File: src/rtl/nap_countdown_core.sv
// Nap-machine countdown core: BCD hh:mm:ss load/countdown with pause,
// alarm window with auto-timeout and a bounded snooze budget.
module nap_countdown_core #(
   parameter int CLK_PER_SEC = 1000000,
   parameter int SNOOZE_MIN  = 5,
   parameter int MAX_SNOOZE  = 3,
   parameter int ALARM_SEC   = 60
) (
   input  logic        clock,
   input  logic        reset,
   input  logic        load,
   input  logic [23:0] set_time,
   input  logic        start,
   input  logic        pause,
   input  logic        snooze,
   input  logic        stop,
   output logic [23:0] cur_time,
   output logic [2:0]  state,
   output logic        sec_tick,
   output logic        complete,
   output logic        alarm_on,
   output logic        load_err,
   output logic [3:0]  snooze_left
);

   localparam int PW = (CLK_PER_SEC > 2) ? $clog2(CLK_PER_SEC) : 1;
   localparam logic [PW-1:0] PRESC_LAST  = PW'(CLK_PER_SEC - 1);
   localparam logic [7:0]    ALARM_LAST  = 8'(ALARM_SEC - 1);
   localparam logic [3:0]    SNOOZE_INIT = 4'(MAX_SNOOZE);
   localparam logic [23:0]   SNOOZE_TIME = {8'h00, 4'(SNOOZE_MIN / 10),
                                            4'(SNOOZE_MIN % 10), 8'h00};

   typedef enum logic [2:0] {
      S_IDLE   = 3'd0,
      S_LOADED = 3'd1,
      S_RUN    = 3'd2,
      S_PAUSE  = 3'd3,
      S_ALARM  = 3'd4,
      S_DONE   = 3'd5
   } state_t;

   state_t        state_q;
   logic [23:0]   time_q;
   logic [PW-1:0] presc_q;
   logic [PW-1:0] alarm_presc_q;
   logic [7:0]    alarm_sec_q;
   logic [3:0]    snooze_left_q;
   logic          sec_tick_q;
   logic          complete_q;
   logic          alarm_on_q;
   logic          load_err_q;

   logic [23:0]   time_dec_d;
   logic          set_valid_d;
   logic          load_state_d;

   function automatic logic time_valid(input logic [23:0] t);
      logic [3:0] h10, h1, m10, m1, s10, s1;
      {h10, h1, m10, m1, s10, s1} = t;
      return (h10 <= 4'd2) && (h1 <= 4'd9) && (m10 <= 4'd5) && (m1 <= 4'd9) &&
             (s10 <= 4'd5) && (s1 <= 4'd9) && !((h10 == 4'd2) && (h1 > 4'd3));
   endfunction

   // Never called with 00:00:00, so a borrow that reaches H1=0 implies H10>0.
   function automatic logic [23:0] bcd_dec(input logic [23:0] t);
      logic [3:0] h10, h1, m10, m1, s10, s1;
      logic       borrow;
      {h10, h1, m10, m1, s10, s1} = t;
      borrow = 1'b1;
      if (s1 == 4'd0) s1 = 4'd9;
      else begin s1 = s1 - 4'd1; borrow = 1'b0; end
      if (borrow) begin
         if (s10 == 4'd0) s10 = 4'd5;
         else begin s10 = s10 - 4'd1; borrow = 1'b0; end
      end
      if (borrow) begin
         if (m1 == 4'd0) m1 = 4'd9;
         else begin m1 = m1 - 4'd1; borrow = 1'b0; end
      end
      if (borrow) begin
         if (m10 == 4'd0) m10 = 4'd5;
         else begin m10 = m10 - 4'd1; borrow = 1'b0; end
      end
      if (borrow) begin
         if (h1 == 4'd0 && h10 != 4'd0) begin
            h1  = 4'd9;
            h10 = h10 - 4'd1;
         end else if (h1 != 4'd0) begin
            h1 = h1 - 4'd1;
         end
      end
      return {h10, h1, m10, m1, s10, s1};
   endfunction

   always_comb begin
      time_dec_d   = bcd_dec(time_q);
      set_valid_d  = time_valid(set_time);
      load_state_d = (state_q == S_IDLE) || (state_q == S_LOADED) ||
                     (state_q == S_PAUSE) || (state_q == S_DONE);
   end

   always_ff @(posedge clock) begin
      if (!reset) begin
         state_q       <= S_IDLE;
         time_q        <= 24'd0;
         presc_q       <= '0;
         alarm_presc_q <= '0;
         alarm_sec_q   <= 8'd0;
         snooze_left_q <= SNOOZE_INIT;
         sec_tick_q    <= 1'b0;
         complete_q    <= 1'b0;
         alarm_on_q    <= 1'b0;
         load_err_q    <= 1'b0;
      end else begin
         sec_tick_q <= 1'b0;
         complete_q <= 1'b0;
         load_err_q <= 1'b0;
         if (stop) begin
            state_q       <= S_IDLE;
            time_q        <= 24'd0;
            presc_q       <= '0;
            alarm_presc_q <= '0;
            alarm_sec_q   <= 8'd0;
            snooze_left_q <= SNOOZE_INIT;
            alarm_on_q    <= 1'b0;
         end else if (load && load_state_d) begin
            if (set_valid_d) begin
               time_q        <= set_time;
               state_q       <= S_LOADED;
               snooze_left_q <= SNOOZE_INIT;
            end else begin
               load_err_q <= 1'b1;
            end
         end else begin
            unique case (state_q)
               S_LOADED: begin
                  if (start && time_q != 24'd0) begin
                     state_q <= S_RUN;
                     presc_q <= '0;
                  end
               end
               S_PAUSE: begin
                  if (start) state_q <= S_RUN;
               end
               S_RUN: begin
                  if (pause) begin
                     state_q <= S_PAUSE;
                  end else if (presc_q == PRESC_LAST) begin
                     presc_q    <= '0;
                     sec_tick_q <= 1'b1;
                     time_q     <= time_dec_d;
                     if (time_dec_d == 24'd0) begin
                        complete_q    <= 1'b1;
                        state_q       <= S_ALARM;
                        alarm_on_q    <= 1'b1;
                        alarm_presc_q <= '0;
                        alarm_sec_q   <= 8'd0;
                     end
                  end else begin
                     presc_q <= presc_q + 1'b1;
                  end
               end
               S_ALARM: begin
                  if (snooze && snooze_left_q != 4'd0) begin
                     time_q        <= SNOOZE_TIME;
                     snooze_left_q <= snooze_left_q - 4'd1;
                     state_q       <= S_RUN;
                     presc_q       <= '0;
                     alarm_on_q    <= 1'b0;
                  end else if (alarm_presc_q == PRESC_LAST) begin
                     alarm_presc_q <= '0;
                     if (alarm_sec_q == ALARM_LAST) begin
                        state_q     <= S_DONE;
                        alarm_on_q  <= 1'b0;
                        alarm_sec_q <= 8'd0;
                     end else begin
                        alarm_sec_q <= alarm_sec_q + 8'd1;
                     end
                  end else begin
                     alarm_presc_q <= alarm_presc_q + 1'b1;
                  end
               end
               default: ;
            endcase
         end
      end
   end

   assign cur_time    = time_q;
   assign state       = state_q;
   assign sec_tick    = sec_tick_q;
   assign complete    = complete_q;
   assign alarm_on    = alarm_on_q;
   assign load_err    = load_err_q;
   assign snooze_left = snooze_left_q;

endmodule
File: config.mk
export PLATFORM = sky130hd
export DESIGN_NAME = nap_countdown_core
export DESIGN_NICKNAME = d
export VERILOG_FILES = /design/src/rtl/nap_countdown_core.sv
export SDC_FILE = /design/constraint.sdc
export NUM_CORES = 1
export LEC_CHECK = 0
export ABC_AREA = 1
export BUFFER_PORTS_ARGS = -buffer_cell sky130_fd_sc_hd__buf_2
export CAP_MARGIN = 25
export CELL_PAD_IN_SITES_DETAIL_PLACEMENT = 1
export CELL_PAD_IN_SITES_GLOBAL_PLACEMENT = 2
export CORE_ASPECT_RATIO = 1.2
export CORE_MARGIN = 2
export CORE_UTILIZATION = 31
export DETAILED_ROUTE_END_ITERATION = 16
export HOLD_SLACK_MARGIN = 0.06
export MAX_ROUTING_LAYER = met4
export PLACE_DENSITY = 0.86
export SLEW_MARGIN = 20
export SYNTH_ARGS = -nofsm -noshare
export SYNTH_HDL_FRONTEND = slang
export SYNTH_SLANG_ARGS = --single-unit
File: constraint.sdc
create_clock -name clock -period 2.75 [get_ports clock]
set_input_delay 0.275 -clock clock [delete_from_list [all_inputs] [get_ports clock]]
set_output_delay 0.275 -clock clock [all_outputs]
set_load 0.03 [all_outputs]
==> flow_summary_export.csv, run 1 <==
group,metric,value,unit
setup_path,path_buf_inv,3,
clocking,cts_hold_buffers,0,
floorplan,fp.dieH,147,um
pwr,p_per_area,527,mW/mm2
logic_synthesis,synth_seq_area_share,0.313,
route,drtIter0Drc,143,
route,vias,5771,
placed_design,dp_hpwl,12.9,mm
cells_and_area,fin_area,0.00638,mm2
cells_and_area,layout-drive-gt1-share,0.147,
setup_path,critPathArrivalTime,2.75,ns
job,drv.max_cap_violation_count,0,
pwr,power_leakage,2.72,nW
cells_and_area,mostFrequentLayoutCells,"nand2_1 (227), inv_1 (115), nor2_1 (102), dfxtp_1 (83), buf_2 (65)",
timing,slew_violations,0,
timing,min_period,2.50,ns
pwr,p_sw,0.00113,W
route,viasPerCell,4.96,
floorplan,ios,66,
setup_path,cp_top_family,"simple AND/OR/NAND/NOR gates",
min_path,min_delay_path_depth,3,
status,status,"completed",
pwr,pwr-share-comb,0.243,
global_route,grt_overflow_total,0,
logic_synthesis,syn_inst,860,
floorplan,dieArea,0.0182,mm2
setup_path,reg2reg_depth,17,
min_path,min_path_type,"input port to flop",
clocking,cts.sinks,83,
logic_synthesis,synth-edff-count,0,
route,final_antenna_net_count,0,
timing,setup_viol,0,
clocking,clockBufferDepth,2,
route,avgRoutedWirePerCell,14.5,um
logic_synthesis,avgSynthCellArea,6.18,um2
pwr,p_sw_frac,0.336,
setup_path,cp_cell_sequence,"inv_1 -> ha_2 -> nand2_4 -> nor2_8 -> buf_4 -> nand3_1 -> nand2_1 -> nand2_1 -> nor2_1 -> nand2_1 -> nor2_1 -> nand2_2 -> nand2_4 -> nand3_4 -> buf_6 -> o21ai_0 -> a21oi_1",
cells_and_area,final_cell_count_no_fill,1164,
clocking,cts_buffers,9,
global_route,grt_pass1_vias,5685,
route,route.detailed.drc,0,
route,routed_wl,16.9,mm
logic_synthesis,syn_nets,901,
cells_and_area,ff_latch_area,0.00166,mm2
setup_path,critical_path_class,"flop to flop",
logic_synthesis,synth-main-ff-cell,"dfxtp_1",
timing,skew,0.00610,ns
timing,relSlewSlack,0.611,
placed_design,preCtsSetupSlack,0.0139,ns
timing,hold_violations,0,
pwr,internal_power,0.00223,W
timing,post-route-period-util,0.910,
clocking,insertion_delay,0.36,ns
placed_design,place_area,0.00599,mm2
cells_and_area,area_growth,20.0,%
cells_and_area,multi_input_area,0.00313,mm2
setup_path,cpPeakStageDelay,0.33,ns
setup_path,cp_common_cell,"nand2_1",
setup_path,r2r_slack,0.25,ns
pwr,seq_power_share,0.374,
floorplan,die_w,124,um
placed_design,dp.cells,1142,
route,dr.pass1.iters,4,
cells_and_area,finalNetCount,984,
min_path,min_to,"cur_time[0]$_SDFFE_PP0P_",
global_route,grt_max_degree,47,
global_route,gr-usage-all-layers,0.197,
setup_path,path_max_fanout,25,
pwr,peakVddDrop,0.000290,V
clocking,cts_tree,"yes",
logic_synthesis,ys_seq_elements,83,
timing,setup_ws,0.246,ns
timing,max_freq,399,MHz
pwr,p_clk_frac,0.383,
setup_path,worstSetupEndpointType,"flop",
min_path,min_from,"set_time[0]",
timing,worst_pin_slew,0.579,ns
floorplan,coreArea,0.0169,mm2
pwr,power,0.00336,W
cells_and_area,antenna_cells,0,
floorplan,num_rows,52,
setup_path,slowest_stage,"dfxtp_1",
floorplan,initial_core_util,0.315,
logic_synthesis,ys_async_sr_fraction,0,
setup_path,rr_startpoint,"cur_time[1]$_SDFFE_PP0P_",
placed_design,port_buffers,65,
placed_design,gp_congestion,0.854,
logic_synthesis,synth_cell_types,45,
cells_and_area,layout_commonest_cell,"nand2_1",
cells_and_area,fill_cells,2227,
timing,hold_ws,0.185,ns
clocking,cts-root-buf,"clkbuf_16",
setup_path,crit_required,3.00,ns
global_route,antenna_found_initial,0,
setup_path,rr_endpoint,"alarm_presc_q[0]$_SDFFE_PP0P_",
clocking,clkTransAtPathRegs,0.07,ns
setup_path,cp-start-kind,"flop",
clocking,cts_max_level,3,
logic_synthesis,syn_area,0.00532,mm2
logic_synthesis,yosys_warnings,0,
global_route,grt_pass1_wl,27.8,mm
## cell usage after synthesis, types with 2 or more instances
| master | number | area, um2 |
|---|---|---|
| buf_6 | 3 | 33.8 |
| nand2_4 | 3 | 33.8 |
| a21oi_1 | 64 | 320 |
| nor3b_1 | 3 | 22.5 |
| nand4_1 | 24 | 150 |
| nand3_2 | 2 | 20.0 |
| o21ai_0 | 60 | 300 |
| clkbuf_1 | 14 | 52.6 |
| xor2_1 | 9 | 78.8 |
| a32oi_1 | 2 | 17.5 |
| xnor2_1 | 2 | 17.5 |
| a22oi_1 | 6 | 45.0 |
| nor3_2 | 2 | 20.0 |
| nor3_1 | 29 | 145 |
| nand3_1 | 40 | 200 |
| nand2_1 | 229 | 860 |
| o22ai_1 | 4 | 25.0 |
| dfxtp_1 | 83 | 1660 |
| nor4_1 | 8 | 50.1 |
| nand3_4 | 2 | 35.0 |
| o21ai_1 | 4 | 20.0 |
| buf_4 | 3 | 22.5 |
| buf_2 | 2 | 10.0 |
| nor2_1 | 107 | 402 |
| ha_1 | 10 | 125 |
| nor2_4 | 2 | 22.5 |
| nor2_2 | 2 | 12.5 |
| a31oi_1 | 9 | 56.3 |
| inv_1 | 116 | 435 |
## how the worst max path moves through the flow
stage | from | end | slack [ns] | depth (start not counted)
2_1_floorplan | cur_time[0]$_SDFFE_PP0P_ | alarm_sec_q[7]$_SDFFE_PP0P_ | 0.25 | 16
3_3_place_gp | cur_time[1]$_SDFFE_PP0P_ | alarm_sec_q[2]$_SDFFE_PP0P_ | 0.05 | 15
3_5_place_dp | cur_time[1]$_SDFFE_PP0P_ | alarm_sec_q[2]$_SDFFE_PP0P_ | 0.01 | 15
4_1_cts | cur_time[1]$_SDFFE_PP0P_ | alarm_sec_q[5]$_SDFFE_PP0P_ | 0.04 | 15
5_1_grt | cur_time[1]$_SDFFE_PP0P_ | alarm_presc_q[1]$_SDFFE_PP0P_ | -0.04 | 18
6_report | cur_time[1]$_SDFFE_PP0P_ | alarm_presc_q[0]$_SDFFE_PP0P_ | 0.25 | 17
## sequential cells by signal, indices dropped and copies added, names as in the netlist
register,cells
snooze_left,4
presc_q,20
sec_tick,1
cur_time,24
alarm_on,1
state,3
load_err,1
alarm_presc_q,20
complete,1
alarm_sec_q,8
## per-layer routing
metal / GRT usage / vias up / wire length, um
met3: 0.0289 / 19 / 364
met2: 0.337 / 54 / 8300
met4: 0.0625 / 0 / 281
met1: 0.237 / 2728 / 7990
li1: - / 2970 / -
met5: - / - / 0
## power groups by stage
stage / registers, W / clock network, W / logic, W
floorplan: 0.00131 / 0 / 0.000515
global placement: 0.00128 / 0 / 0.000761
detailed placement: 0.00128 / 0 / 0.000763
CTS: 0.00126 / 0.00133 / 0.000771
global route: 0.00126 / 0.00137 / 0.000919
finish: 0.00126 / 0.00129 / 0.000815
## through the flow
stage | util | setup TNS [ns]
floorplan | - | 0
global placement | 0.355 | 0
detailed placement | 0.355 | 0
CTS | 0.374 | 0
global route | 0.378 | -0.0711
finish | 0.378 | 0
## worst min-delay path: cells and delay by family
kind	cells	cell delay [ns]
buf+inv	1	0.09
simple gates	1	0.06
compound gates	1	0.07
## cells by family (layout without fill, tap and decap cells)
logic type	after synthesis	in the layout	synth area share
simple gates	459	460	0.382
buf+inv	142	229	0.108
flops	83	83	0.313
xor+xnor	11	11	0.0181
compound gates	155	155	0.157
fa+ha+maj	10	10	0.0235
## cell type report
class,count,area share
Timing Repair Buffer,94,0.0877
Sequential cell,83,0.261
Multi-Input combinational cell,636,0.490
Tap cell,216,0.0424
Clock buffer,10,0.0375
Inverter,119,0.0708
Clock inverter,6,0.0110
## what timing repair did
action / 4_1_cts / 5_1_grt
hold endpoints to repair: 0 / 0
resized for setup: 1 / 11
cloned: 0 / 1
endpoints found under the setup margin: 1 / 44
pin swaps: 0 / 2
buffers inserted: 0 / 5
Power figures use the tool's default switching activity.
==> run 2: changes to the inputs <==
--- a/config.mk
+++ b/config.mk
@@ -10,7 +10,7 @@
 export CAP_MARGIN = 25
 export CELL_PAD_IN_SITES_DETAIL_PLACEMENT = 1
 export CELL_PAD_IN_SITES_GLOBAL_PLACEMENT = 2
-export CORE_ASPECT_RATIO = 1.2
+export CORE_ASPECT_RATIO = 0.75
 export CORE_MARGIN = 2
 export CORE_UTILIZATION = 31
 export DETAILED_ROUTE_END_ITERATION = 16
==> run 2 against run 1 <==
Worst hold slack barely moved. Register-to-register slack got worse by 0.05 ns. Clock skew rose by 0.0044 ns. Routed wire length rose by 8.0%. Clock power rose by 9%. Sequential power barely moved. Highest routed layer unchanged. Combinational power rose by 5.0%. Critical path depth fell by 2. Critical endpoint is now alarm_presc_q[2]$_SDFFE_PP0P_.
==> flow_summary_export.csv, run 2 (synthesized netlist as in run 1, its figures left out) <==
group,metric,value,unit
global_route,grt_pass1_wl,30.0,mm
floorplan,die_w,155,um
global_route,antenna_found_initial,0,
setup_path,rr_startpoint,"cur_time[5]$_SDFFE_PP0P_",
floorplan,initial_core_util,0.316,
route,viasPerCell,4.95,
route,routed_wl,18.3,mm
clocking,clkTransAtPathRegs,0.07,ns
setup_path,critical_path_class,"flop to flop",
placed_design,dp_hpwl,13.7,mm
cells_and_area,mostFrequentLayoutCells,"nand2_1 (225), inv_1 (116), nor2_1 (104), dfxtp_1 (83), buf_2 (65)",
clocking,cts_tree,"yes",
status,status,"completed",
floorplan,fp.dieH,117,um
route,avgRoutedWirePerCell,15.6,um
timing,min_period,2.55,ns
cells_and_area,largest_reg_flops,24,
cells_and_area,finalNetCount,991,
clocking,clockBufferDepth,2,
route,drtIter0Drc,310,
placed_design,gp_congestion,0.843,
setup_path,cp_common_cell,"nand2_1",
timing,max_freq,392,MHz
setup_path,critPathArrivalTime,2.79,ns
floorplan,ios,66,
clocking,cts.sinks,83,
route,dr.pass1.iters,5,
timing,setup_tns,0,ns
setup_path,path_buf_inv,1,
timing,post-route-period-util,0.928,
global_route,gr-usage-all-layers,0.209,
setup_path,slowest_stage,"dfxtp_1",
clocking,cts_buffers,9,
floorplan,coreArea,0.0168,mm2
timing,relSlewSlack,0.631,
cells_and_area,layout_commonest_cell,"nand2_1",
global_route,grt_overflow_total,0,
pwr,power_leakage,2.77,nW
setup_path,crit_required,2.99,ns
cells_and_area,antenna_cells,0,
global_route,grt_pass1_vias,5710,
timing,setup_viol,0,
setup_path,cp-start-kind,"flop",
timing,worst_pin_slew,0.548,ns
timing,skew,0.0105,ns
clocking,insertion_delay,0.36,ns
setup_path,cp_top_family,"simple AND/OR/NAND/NOR gates",
cells_and_area,layout-drive-gt1-share,0.152,
placed_design,port_buffers,65,
setup_path,worstSetupEndpointType,"flop",
timing,slew_violations,0,
route,vias,5795,
clocking,cts_max_level,3,
setup_path,cpPeakStageDelay,0.35,ns
route,route.detailed.drc,0,
route,final_antenna_net_count,0,
cells_and_area,fill_cells,2225,
floorplan,dieArea,0.0182,mm2
timing,rsz0062_at_grt,"no",
pwr,peakVddDrop,0.000338,V
floorplan,num_rows,41,
pwr,p_per_area,545,mW/mm2
setup_path,cp-startpoint,"cur_time[5]$_SDFFE_PP0P_",
timing,hold_violations,0,
cells_and_area,area_growth,21.7,%
min_path,min_path_type,"input port to flop",
job,drv.max_cap_violation_count,0,
global_route,grt_max_degree,47,
setup_path,cp_cell_sequence,"nor2_1 -> nand2_2 -> nor2_4 -> nand2_4 -> nand2_1 -> nand2_1 -> nor2_1 -> nand2_1 -> nor3_2 -> nand2_2 -> nand2_4 -> nand3_4 -> buf_4 -> o21ai_0 -> a21oi_1",
pwr,power,0.00353,W
setup_path,path_max_fanout,14,
clocking,cts-root-buf,"clkbuf_16",
min_path,min_from,"set_time[0]",
==> run 2: cell count changes in the layout (fill, tap and decap cells not counted), sizes merged <==
| cell | previous run | this run |
|---|---|---|
| buf | 94 | 100 |
| bufinv | 1 | 2 |
| clkbuf | 10 | 9 |
| clkinv | 4 | 2 |
| inv | 119 | 121 |
| nor2 | 113 | 114 |
==> run 2: final timing paths <==
check | end | slack [ns] | cells after the start
min reg2reg | presc_q[17]$_SDFFE_PP0P_ | 0.46 | 2
max reg2reg | alarm_presc_q[2]$_SDFFE_PP0P_ | 0.20 | 15
max | alarm_presc_q[2]$_SDFFE_PP0P_ | 0.20 | 15
min | cur_time[0]$_SDFFE_PP0P_ | 0.19 | 3
==> run 2: worst register-to-register path, cell delays in order (launching register included) <==
cell and delay, ns:
dfxtp_1 0.35, nor2_1 0.21, nand2_2 0.22, nor2_4 0.24
nand2_4 0.09, nand2_1 0.07, nand2_1 0.08, nor2_1 0.12
nand2_1 0.08, nor3_2 0.20, nand2_2 0.11, nand2_4 0.12
nand3_4 0.09, buf_4 0.20, o21ai_0 0.18, a21oi_1 0.06
==> run 2: what timing repair did <==
| action | CTS | global route |
|---|---|---|
| hold buffers | 0 | 0 |
| gates resized for setup | 0 | 12 |
| buffers inserted | 0 | 1 |
| hold endpoints to repair | 0 | 0 |
| setup endpoints to repair | 0 | 37 |
==> run 2: power by group <==
group | internal [W] | leakage [nW] | switching (W)
Clock | 0.000814 | 0.159 | 0.000601
Sequential | 0.00123 | 0.670 | 0.0000290
Combinational | 0.000273 | 1.94 | 0.000583
==> run 2: metal layers <==
layer / routed length (um) / global-route usage / up-vias
li1: - / - / 2994
met1: 10000 / 0.314 / 2699
met2: 7500 / 0.296 / 90
met3: 615 / 0.0325 / 12
met4: 174 / 0.0419 / 0
met5: 0 / - / -
==> run 2: area by class of cell <==
class                           instances  area, um2  share of cell area
Clock buffer                            9        225              0.0348
Timing Repair Buffer                  100        601              0.0929
Clock inverter                          7        105              0.0163
Multi-Input combinational cell        637       3160               0.488
Tap cell                              215        269              0.0416
Inverter                              119        448              0.0693
Sequential cell                        83       1660               0.257
==> run 2: through the flow <==
stage | util | hold slack [ns] | instances | worst slack, ns | instance area (um2)
finish | 0.384 | 0.185 | 1170 | 0.198 | 6470
global route | 0.384 | 0.194 | 1170 | 0.0168 | 6470
CTS | 0.380 | 0.175 | 1167 | 0.0247 | 6390
detailed placement | 0.360 | 0.453 | 1151 | 0.0459 | 6060
global placement | 0.360 | 0.432 | 1151 | 0.158 | 6060
floorplan | - | 0.365 | 860 | 0.246 | 5320
==> run 3: changes to the inputs <==
==> config.mk (replaced) <==
export PLATFORM = sky130hd
export DESIGN_NAME = nap_countdown_core
export DESIGN_NICKNAME = d
export VERILOG_FILES = /design/src/rtl/nap_countdown_core.sv
export SDC_FILE = /design/constraint.sdc
export NUM_CORES = 1
export LEC_CHECK = 0
export BUFFER_PORTS_ARGS = -buffer_cell sky130_fd_sc_hd__buf_4
export CAP_MARGIN = 25
export CELL_PAD_IN_SITES_DETAIL_PLACEMENT = 1
export CELL_PAD_IN_SITES_GLOBAL_PLACEMENT = 2
export CORE_ASPECT_RATIO = 0.75
export CORE_MARGIN = 2
export CORE_UTILIZATION = 34
export DETAILED_ROUTE_END_ITERATION = 16
export HOLD_SLACK_MARGIN = 0.06
export MAX_ROUTING_LAYER = met4
export PLACE_DENSITY = 0.87
export SLEW_MARGIN = 20
export SYNTH_ARGS = -nofsm -noshare
export SYNTH_HDL_FRONTEND = slang
export SYNTH_SLANG_ARGS = --single-unit
==> run 3 against run 2 <==
The flow now finishes with violations (negative setup slack). Sequential cell count unchanged. Clock skew decreased by 0.0033 ns. Via count fell by 1.2%. Setup slack got worse by 0.35 ns. Fmax fell by 12%. Sequential share of layout area fell by 1.4 points. Worst hold slack improved by 0.051 ns. Sequential power is 5% lower. Largest power group is now registers. Routed wire length grew 4.2%. Count of clock-buffer cells in the layout increased by 3. Synthesized cell count shrank 23%. Final cell count fell by 14%.
==> flow_summary_export.csv, run 3 <==
group,metric,value,unit
status,status,"finished, violations left",
status,violations,"negative setup slack",
placed_design,dp_hpwl,14.1,mm
logic_synthesis,ys_async_sr_fraction,0,
pwr,p_per_area,369,mW/mm2
logic_synthesis,avgSynthCellArea,7.55,um2
route,dr.pass1.iters,4,
logic_synthesis,synth.most_common_cell,"dfxtp_1",
placed_design,preCtsSetupSlack,-0.203,ns
logic_synthesis,synth-edff-count,0,
cells_and_area,largest_reg_flops,24,
cells_and_area,layout_commonest_cell,"buf_4",
setup_path,crit_required,3.04,ns
job,drv.max_cap_violation_count,0,
route,avgRoutedWirePerCell,18.9,um
logic_synthesis,yosys_warnings,0,
floorplan,dieArea,0.0156,mm2
global_route,antenna_found_initial,0,
logic_synthesis,synth_seq_area_share,0.334,
setup_path,critPathArrivalTime,3.19,ns
clocking,cts_buffers,9,
cells_and_area,finalNetCount,845,
cells_and_area,fin_util,0.479,
pwr,power_leakage,2.61,nW
setup_path,reg2reg_depth,11,
route,route.detailed.drc,0,
timing,post-route-period-util,1.05,
route,routed_wl,19.1,mm
setup_path,cp-start-kind,"flop",
timing,rsz0062_at_grt,"yes",
floorplan,die_w,144,um
logic_synthesis,ys_seq_elements,83,
timing,relSlewSlack,0.606,
clocking,cts-root-buf,"clkbuf_16",
global_route,gr-usage-all-layers,0.255,
logic_synthesis,syn_area,0.00497,mm2
clocking,cts.sinks,83,
pwr,peakVddDrop,0.000329,V
timing,worst_pin_slew,0.585,ns
timing,hold_violations,0,
placed_design,place_area,0.00640,mm2
setup_path,critical_path_class,"flop to flop",
logic_synthesis,syn_inst,659,
route,drtIter0Drc,326,
logic_synthesis,synth-main-ff-cell,"dfxtp_1",
min_path,min_path_type,"input port to flop",
timing,max_freq,345,MHz
floorplan,fp.dieH,109,um
cells_and_area,mostFrequentLayoutCells,"buf_4 (158), nor2_1 (78), dfxtp_1 (77), nand2_1 (73), o21ai_0 (49)",
clocking,cts_tree,"yes",
cells_and_area,layout-drive-gt1-share,0.281,
route,viasPerCell,5.67,
timing,slew_violations,0,
timing,min_period,2.90,ns
setup_path,path_max_fanout,7,
global_route,grt_overflow_total,0,
logic_synthesis,synthTopCellsByArea,"dfxtp_1 (33%), nor2_1 (6.0%), nand2_1 (5.6%)",
logic_synthesis,syn_nets,700,
min_path,min_delay_path_depth,3,
timing,hold_ws,0.237,ns
route,vias,5725,
route,final_antenna_net_count,0,
logic_synthesis,synth_top_cell_by_area,"dfxtp_1",
timing,setup_viol,8,
placed_design,port_buffers,65,
global_route,grt_pass1_wl,30.4,mm
floorplan,initial_core_util,0.346,
clocking,insertion_delay,0.35,ns
clocking,cts_max_level,3,
floorplan,ios,66,
cells_and_area,antenna_cells,0,
floorplan,coreArea,0.0144,mm2
clocking,clkTransAtPathRegs,0.06,ns
global_route,grt_pass1_vias,5746,
setup_path,worstSetupEndpointType,"flop",
cells_and_area,fin_area,0.00688,mm2
clocking,clockBufferDepth,2,
timing,skew,0.00717,ns
logic_synthesis,synth.top_cell.area_share,0.334,
timing,setup_ws,-0.149,ns
logic_synthesis,synth_cell_types,69,
global_route,grt_max_degree,37,
placed_design,gp_congestion,0.948,
logic_synthesis,synth_common_cells,"dfxtp_1 (83), nor2_1 (79), nand2_1 (74)",
cells_and_area,area_growth,38.4,%
pwr,power,0.00254,W
floorplan,num_rows,38,
cells_and_area,fill_cells,1798,
[run 3: kinds of logic after synthesis]
kind of cell / Yosys count / share of synthesized area
multiplexers: 4 / 0.00830
flip-flops: 83 / 0.334
XOR/XNOR: 19 / 0.0335
buffers and inverters: 49 / 0.0403
AND/OR/NAND/NOR: 310 / 0.321
adder cells (fa/ha/maj): 10 / 0.0252
AO/OA/AOI/OAI: 184 / 0.238
[run 3: routing by layer]
layer	up-vias	share of wire	track usage
li1	2738	-	-
met1	2856	0.48	0.339
met4	0	0.013	0.0686
met2	115	0.46	0.391
met3	16	0.047	0.0584
met5	-	0	-
[run 3: metrics by stage]
stage          TNS (ns)  cells
2_1_floorplan   -0.0406    659
3_3_place_gp     -0.417    983
3_5_place_dp      -1.99    984
4_1_cts          -0.170   1005
5_1_grt           -2.27   1009
6_report         -0.827   1009
[run 3: cell type report]
| class | count | area, um2 | share of cell area |
|---|---|---|---|
| Multi-Input combinational cell | 527 | 3330 | 0.484 |
| Sequential cell | 83 | 1670 | 0.243 |
| Timing Repair Buffer | 162 | 1260 | 0.183 |
| Tap cell | 200 | 250 | 0.0364 |
| Clock buffer | 12 | 236 | 0.0344 |
| Inverter | 20 | 83.8 | 0.0122 |
| Clock inverter | 4 | 41.3 | 0.00600 |
| Timing Repair inverter | 1 | 5.00 | 0.000727 |
[run 3: critical path: stages (launching register included)]
cell and delay [ns]:
dfxtp_4 0.36, inv_4 0.06, ha_4 0.12, nor4b_4 0.20
buf_4 0.20, nand3_4 0.11, or4_4 0.45, o211a_1 0.16
o41a_1 0.54, buf_4 0.19, or3_4 0.32, a21oi_2 0.12
[run 3: power by group]
| part | internal [W] | switching (W) | total [W] |
|---|---|---|---|
| Combinational | 0.0000589 | 0.0000799 | 0.000139 |
| Sequential | 0.00120 | 0.000000604 | 0.00120 |
| Clock | 0.000696 | 0.000502 | 0.00120 |
| Total | 0.00196 | 0.000582 | 0.00254 |
[run 3: what timing repair did]
item                                    CTS  global route
gates cloned                              0             1
buffers inserted                          5             3
endpoints found under the setup margin   33            57
hold buffers                              0             0
resized for setup                        11            25
pin swaps                                 9             5
endpoints found under the hold margin     0             0
[run 3: final timing paths]
check / end / slack (ns) / startpoint
setup / recovery: alarm_sec_q[0]$_SDFFE_PP0P_ / -0.15 / cur_time[1]$_SDFFE_PP0P_
hold / removal: state[0]$_SDFFE_PP0P_ / 0.24 / pause
setup reg to reg: alarm_sec_q[0]$_SDFFE_PP0P_ / -0.15 / cur_time[1]$_SDFFE_PP0P_
hold reg to reg: alarm_presc_q[19]$_SDFFE_PP0P_ / 0.48 / alarm_presc_q[19]$_SDFFE_PP0P_
